## src/rtl/uart_pkg.sv

```systemverilog
// uart_pkg: state type and derived frame/baud constants shared by the UART transmit controller.
package uart_pkg;
  typedef enum logic {IDLE, SEND} state_e;
  function automatic int frame_bits(input int stop_bits);
    return 9 + stop_bits;
  endfunction
  function automatic int baud_div(input int clkfreq, input int baud);
    return clkfreq / baud;
  endfunction
endpackage

```

## src/rtl/uart_baud_gen.sv

```systemverilog
// uart_baud_gen: pulses tick once every BAUD_DIV enabled cycles; clr restarts the count at 0.
module uart_baud_gen #(
  parameter int BAUD_DIV = 2
) (
  input  logic clk,
  input  logic rst,
  input  logic clr,
  input  logic en,
  output logic tick
);
  localparam int W = $clog2(BAUD_DIV);
  logic [W-1:0] cnt_q, cnt_d;
  always_comb begin
    tick = en && cnt_q == W'(BAUD_DIV - 1);
    cnt_d = (clr || tick) ? '0 : en ? cnt_q + 1'b1 : cnt_q;
  end
  always_ff @(posedge clk) cnt_q <= rst ? '0 : cnt_d;
endmodule

```

## src/rtl/uart_xmit_ctrl.sv

```systemverilog
// uart_xmit_ctrl: sequences the 10-bit UART transmit shift register through one frame per valid/ready handshake.
module uart_xmit_ctrl
  import uart_pkg::*;
#(
  parameter int CLKFREQ   = 100_000_000,
  parameter int BAUD      = 9600,
  parameter int STOP_BITS = 1
) (
  input  logic clk,
  input  logic rst,
  input  logic valid,
  output logic ready,
  output logic sh_idle,
  output logic sh_ld,
  output logic sh_en,
  output logic busy
);
  localparam int BAUD_DIV   = baud_div(CLKFREQ, BAUD);
  localparam int FRAME_BITS = frame_bits(STOP_BITS);
  if (BAUD_DIV < 2) begin : g_bad_div
    $error("uart_xmit_ctrl: CLKFREQ/BAUD must be at least 2");
  end
  if (STOP_BITS < 1 || STOP_BITS > 2) begin : g_bad_stop
    $error("uart_xmit_ctrl: STOP_BITS must be 1 or 2");
  end
  state_e state_q, state_d;
  logic [3:0] bit_q, bit_d;
  logic tick, last;
  // Holding the divider in clear while idle makes every frame start at count 0.
  uart_baud_gen #(.BAUD_DIV(BAUD_DIV)) u_baud (
    .clk (clk),
    .rst (rst),
    .clr (state_q == IDLE),
    .en  (state_q == SEND),
    .tick(tick)
  );
  always_comb begin
    last = bit_q == 4'(FRAME_BITS - 1);
    state_d = state_q == IDLE ? (valid ? SEND : IDLE) : (tick && last ? IDLE : SEND);
    bit_d = state_q == IDLE ? '0 : (tick && !last) ? bit_q + 4'd1 : bit_q;
    ready = !rst && state_q == IDLE;
    busy = !rst && state_q == SEND;
    sh_ld = ready && valid;
    sh_idle = ready && !valid;
    sh_en = busy && tick && !last;
  end
  always_ff @(posedge clk) begin
    state_q <= rst ? IDLE : state_d;
    bit_q <= rst ? '0 : bit_d;
  end
endmodule

```

## config.mk

```make
export PLATFORM = sky130hd
export DESIGN_NAME = uart_xmit_ctrl
export DESIGN_NICKNAME = d
export VERILOG_FILES = /design/src/rtl/uart_pkg.sv /design/src/rtl/uart_baud_gen.sv /design/src/rtl/uart_xmit_ctrl.sv
export SDC_FILE = /design/constraint.sdc
export NUM_CORES = 1
export LEC_CHECK = 0
export BUFFER_PORTS_ARGS = -buffer_cell sky130_fd_sc_hd__buf_2
export CORE_MARGIN = 2
export CORE_UTILIZATION = 51
export CTS_CLUSTER_SIZE = 40
export DETAILED_ROUTE_END_ITERATION = 12
export PLACE_DENSITY_LB_ADDON = 0.1
export SLEW_MARGIN = 25
export SYNTH_ARGS = -nofsm -noshare
export SYNTH_HDL_FRONTEND = slang
export SYNTH_HIERARCHICAL = 1
export SYNTH_SLANG_ARGS = --single-unit
```

## constraint.sdc

```tcl
create_clock -name clk -period 1.95 [get_ports clk]
set_input_delay 0 -clock clk [delete_from_list [all_inputs] [get_ports clk]]
set_output_delay 0 -clock clk [all_outputs]
set_load 0.01 [all_outputs]
```

# ---- After elaboration in Yosys (flattened, before gate mapping)
# Index checks and enable logic that the tools add are counted.
dict set report word_totals {
  output_inout_bits 5
  register_bits 19
}
dict set report op_classes {
  addsub 2
  eq_ne 2
  muxes 3
  n_reduce_logical 15
  bitwise_logic 1
}
# cell count
set op_table {}
lappend op_table {{$add 14x1->14 const B} 1}
lappend op_table {{$eq 14x14->1 const B} 1}
lappend op_table {{$logic_and 1x1->1} 9}
lappend op_table {{$add 4x1->4 const B} 1}
lappend op_table {{$eq 4x4->1 const B} 1}
lappend op_table {{$reduce_or 2->1} 2}
lappend op_table {{$logic_not 1->1} 3}
lappend op_table {{$mux 1} 3}
lappend op_table {{$logic_or 1x1->1} 1}
lappend op_table {{$not 1->1} 1}

# ---- Depth between registers and ports, before layout
dict set report logic_depth {
  ltp_word 5
  depth_mapped 7
  ltp_nobuf 6
}

# ---- Hierarchy
# The synthesis kept the hierarchy.
# module cells_per_inst area_per_inst_um2 n_inst
set modules_own_cells {}
lappend modules_own_cells {uart_baud_gen 74 685.7 1}
lappend modules_own_cells {uart_xmit_ctrl 33 287.8 1}

# ---- Least setup slack after synthesis
# OpenSTA, ideal clock, no wires.
dict set report synth_path {
  path_type {flip-flop to flip-flop}
  from {reg u_baud.cnt_q[9]}
  to {reg u_baud.cnt_q[11]}
  slack_ns 0.026
  path_buffers 2
  setup_time_ns 0.115
  arrival_time_ns 1.810
  stages_incl_launch_ff 7
  required_time_ns 1.835
  cell_sequence {dfxtp_1 -> or4b_1 -> nor4_2 -> or3_1 -> buf_6 -> buf_12 -> nor2_1}
}
dict set report synth_via {
  elab_chain_cells 4
}
# element line
set synth_lines {}
lappend synth_lines {{from (decl)} uart_baud_gen.sv:12} ;# logic [W-1:0] cnt_q, cnt_d;
lappend synth_lines {{from (signal assigned)} uart_baud_gen.sv:17} ;# always_ff @(posedge clk) cnt_q <= rst ? '0 : cnt_d;
lappend synth_lines {{$eq 14x14->1} uart_baud_gen.sv:14} ;# tick = en && cnt_q == W'(BAUD_DIV - 1);
lappend synth_lines {{$logic_and 1x1->1} uart_baud_gen.sv:14}
lappend synth_lines {{named net tick} uart_xmit_ctrl.sv:28} ;# logic tick, last;
lappend synth_lines {{$logic_or 1x1->1} uart_baud_gen.sv:15} ;# cnt_d = (clr || tick) ? '0 : en ? cnt_q + 1'b1 : cnt_q;
lappend synth_lines {{$reduce_or 2->1 (no source line)} --}
# The timed path passes the listed nets, and every way through them passes these cells.
# A chain may end at the register's enable or synchronous reset.

# ---- Worst setup path in the final report
dict set report layout_path {
  from {reg u_baud.cnt_q[6]}
  to {out sh_en}
}
dict set report layout_via {
  elab_chain_cells 4
}
# element line
set layout_lines {}
lappend layout_lines {{$eq 14x14->1} uart_baud_gen.sv:14}
lappend layout_lines {{$logic_and 1x1->1} uart_baud_gen.sv:14}
lappend layout_lines {{named net tick} uart_xmit_ctrl.sv:28}
lappend layout_lines {{$logic_and 1x1->1 (2 in series)} uart_xmit_ctrl.sv:45} ;# sh_en = busy && tick && !last;
lappend layout_lines {{to (decl)} uart_xmit_ctrl.sv:15} ;# output logic sh_en,
# The timed path passes the listed nets, and every way through them passes these cells.

==> out/metrics.csv <==
stage,metric,value,unit
logic_synthesis,synth.avg_cell_area,9.10,µm²
pwr,worst_ir_drop_vdd,0.000340,V
layout,layout.nets,141,
timing,final-setup-viol-count,0,
timing,report.final.slew_viol_count,0,
clock_network,insertion_delay,0.29,ns
routing,wirelength,1.91,mm
logic_synthesis,syn-cell-area,973,µm²
clock_network,clkTransAtPathRegs,0.11,ns
worst_setup_path,path_cells,"or4bb_1, nor4_2, buf_4, nand2_4, nor2_2, buf_2",
layout,drive_gt1_share,34.3,%
pwr,powerDensity,525,nW/µm²
outcome,status,"finished, final reports clean",
die,die_y,47.7,µm
worst_setup_path,worst-setup-path-type,register to output pin,
logic_synthesis,synth-edff-count,0,
die,ios,8,
timing,finalHoldViolCount,0,
logic_synthesis,ys_types,31,
pwr,power_leakage,0.477,nW
worst_setup_path,worstPathRequired,1.95,ns
layout,antennaDiodeCount,0,
timing,fin_skew,0.000992,ns
routing,dr.pass1.iters,4,
global_routing,first_global_vias,689,
placement,port-buffer-count,7,
die,die-area,2270,µm²
logic_synthesis,synthTopCellsByArea,"dfxtp_1 (39%), xnor2_1 (7.2%), nor2_1 (6.2%), xor2_1 (5.4%), nand4_1 (4.5%)",
clock_network,cts_buffer_depth,2,
placement,place_area,1060,µm²
routing,routedWlPerCell,12.0,µm
timing,post-route-period-util,96.5,%
logic_synthesis,yosys.area.top_type_share,39.1,%
global_routing,grt_max_degree,13,
logic_synthesis,synth_warnings,6,
worst_setup_path,critPathArrivalTime,1.88,ns
timing,worstMarginPinSlew,0.350,ns
worst_setup_path,crit_path_end_kind,output pin,
worst_setup_path,cpMaxStageDelayCell,or4bb_1,
worst_setup_path,max_stage_delay,0.52,ns
logic_synthesis,ys_ff_latch,19,
logic_synthesis,syn-instance-count,107,
clock_network,cts_tree,yes,
logic_synthesis,async_reset_ff_share,0,%
worst_setup_path,worstPathMaxFanout,3,
routing,drc_errors,0,
die,num_rows,15,
die,core-area,1760,µm²
layout,syn2layout_area_growth,26.0,%
global_routing,grt_pass1_wl,2.98,mm
worst_setup_path,critPathTopFamily,simple AND/OR/NAND/NOR gates,
timing,final.setup.tns,0,ns
timing,max_slew_margin,76.4,%
layout,layout_commonest_cell,dfxtp_1,
layout,finalInstanceArea,1230,µm²
layout,final_util,69.5,%
timing,max_freq,0.532,GHz
logic_synthesis,syn-num-nets,113,
global_routing,antenna_found_initial,0,
die,chipWidth,47.7,µm
logic_synthesis,synth_seq_area_share,39.1,%
timing,holdWs,0.442,ns
global_routing,grt_usage,18.4,%
die,initial_core_util,55.2,%
logic_synthesis,ys.flop_type,dfxtp_1,
worst_setup_path,start_kind,register,
timing,rsz0062_at_grt,yes,
clock_network,cts-root-buf,clkbuf_4,
routing,final_antenna_net_count,0,
worst_setup_path,r2r_setup_slack,0.07,ns
job,cap_violations,0,
clock_network,cts-buffers-inserted,3,
clock_network,htreeDepth,1,
worst_setup_path,critPathBufInv,2,
clock_network,cts.sinks,19,
hold_path,hold_class,input port to register,
placement,gp_congestion,0.792,
logic_synthesis,synth_top_area_cell,dfxtp_1,
layout,layout_common_cells,"dfxtp_1 (16), nor2_1 (15), buf_4 (13), xnor2_1 (8)",
routing,vias,810,
routing,drt_iter0_markers,19,
placement,hpwl,1.27,mm
timing,period_needed,1.88,ns
global_routing,grt_overflow_total,0,
routing,viasPerCell,5.09,
-- worst paths after layout --
path,from,cells after the start,to
setup reg to reg,u_baud/cnt_q[6]$_SDFFE_PP0P_,7,bit_q[2]$_SDFFE_PP0P_
hold / removal,rst,3,state_q$_SDFF_PP0_
setup / recovery,u_baud/cnt_q[6]$_SDFFE_PP0P_,6,sh_en
hold reg to reg,bit_q[1]$_SDFFE_PP0P_,2,bit_q[1]$_SDFFE_PP0P_
-- kinds of logic after synthesis --
| group | Yosys count | share of synthesized area (%) |
|---|---|---|
| compound gates | 7 | 5.66 |
| buf+inv | 9 | 6.68 |
| flops | 19 | 39.1 |
| mux | 1 | 1.03 |
| xor+xnor | 14 | 12.6 |
| fa+ha+maj | 3 | 3.86 |
| simple gates | 54 | 31.1 |
-- flip-flops by register name (all words and copies together) (netlist names) --
name / flops
state_q: 1
u_baud/cnt_q: 14
bit_q: 4
-- stage by stage --
stage / power (mW) / std cells / setup WS, ns
6_report: 0.643 / 159 / 0.0687
5_1_grt: 0.672 / 159 / -0.0720
4_1_cts: 0.647 / 152 / 0.0234
3_5_place_dp: 0.442 / 144 / 0.154
3_3_place_gp: 0.442 / 144 / 0.197
2_1_floorplan: 0.434 / 107 / 0.0256
-- power breakdown --
group	internal, mW	total (mW)	switching (mW)
clock	0.0763	0.202	0.125
sequential	0.389	0.391	0.00234
combinational	0.0244	0.0505	0.0261
total	0.490	0.643	0.154
-- metal layers --
layer  global-route usage, %  vias up  wire length [µm]
li1                        -      422                 -
met1                    25.7      377               948
met2                    28.3        9               892
met3                    3.40        2                51
met4                    6.49        0                14
met5                       0        -                 0
-- timing repair --
action / in CTS / in global routing
hold buffers: 2 / 0
gates resized for setup: 0 / 14
endpoints found under the hold margin: 1 / 0
gates cloned: 0 / 1
pin swaps: 0 / 7
endpoints found under the setup margin: 1 / 14
setup buffers: 2 / 6
-- layout make-up --
class / instances / area [µm²]
clock buffer: 3 / 22.5
clock inverter: 1 / 5.00
fill: 154 / 538
inverter: 6 / 22.5
multi-input combinational: 79 / 552
sequential: 19 / 387
tap: 25 / 31.3
timing repair buffer: 26 / 206
-- Yosys cell counts (2+ instances only) --
| library cell | n |
|---|---|
| nor3_1 | 4 |
| buf_6 | 2 |
| nand3_1 | 4 |
| nand2_1 | 7 |
| xor2_1 | 6 |
| inv_1 | 6 |
| ha_1 | 3 |
| nand4_1 | 7 |
| nor2_2 | 2 |
| a21oi_2 | 2 |
| dfxtp_1 | 19 |
| nor2_1 | 16 |
| xnor2_1 | 8 |
| nor4_1 | 4 |
-- tightest hold or removal path, stage by stage --
cell,delay [ns]
dlygate4sd3_1,0.52
buf_2,0.14
nor2_1,0.04
No activity file was read; power rests on OpenSTA's default activity.
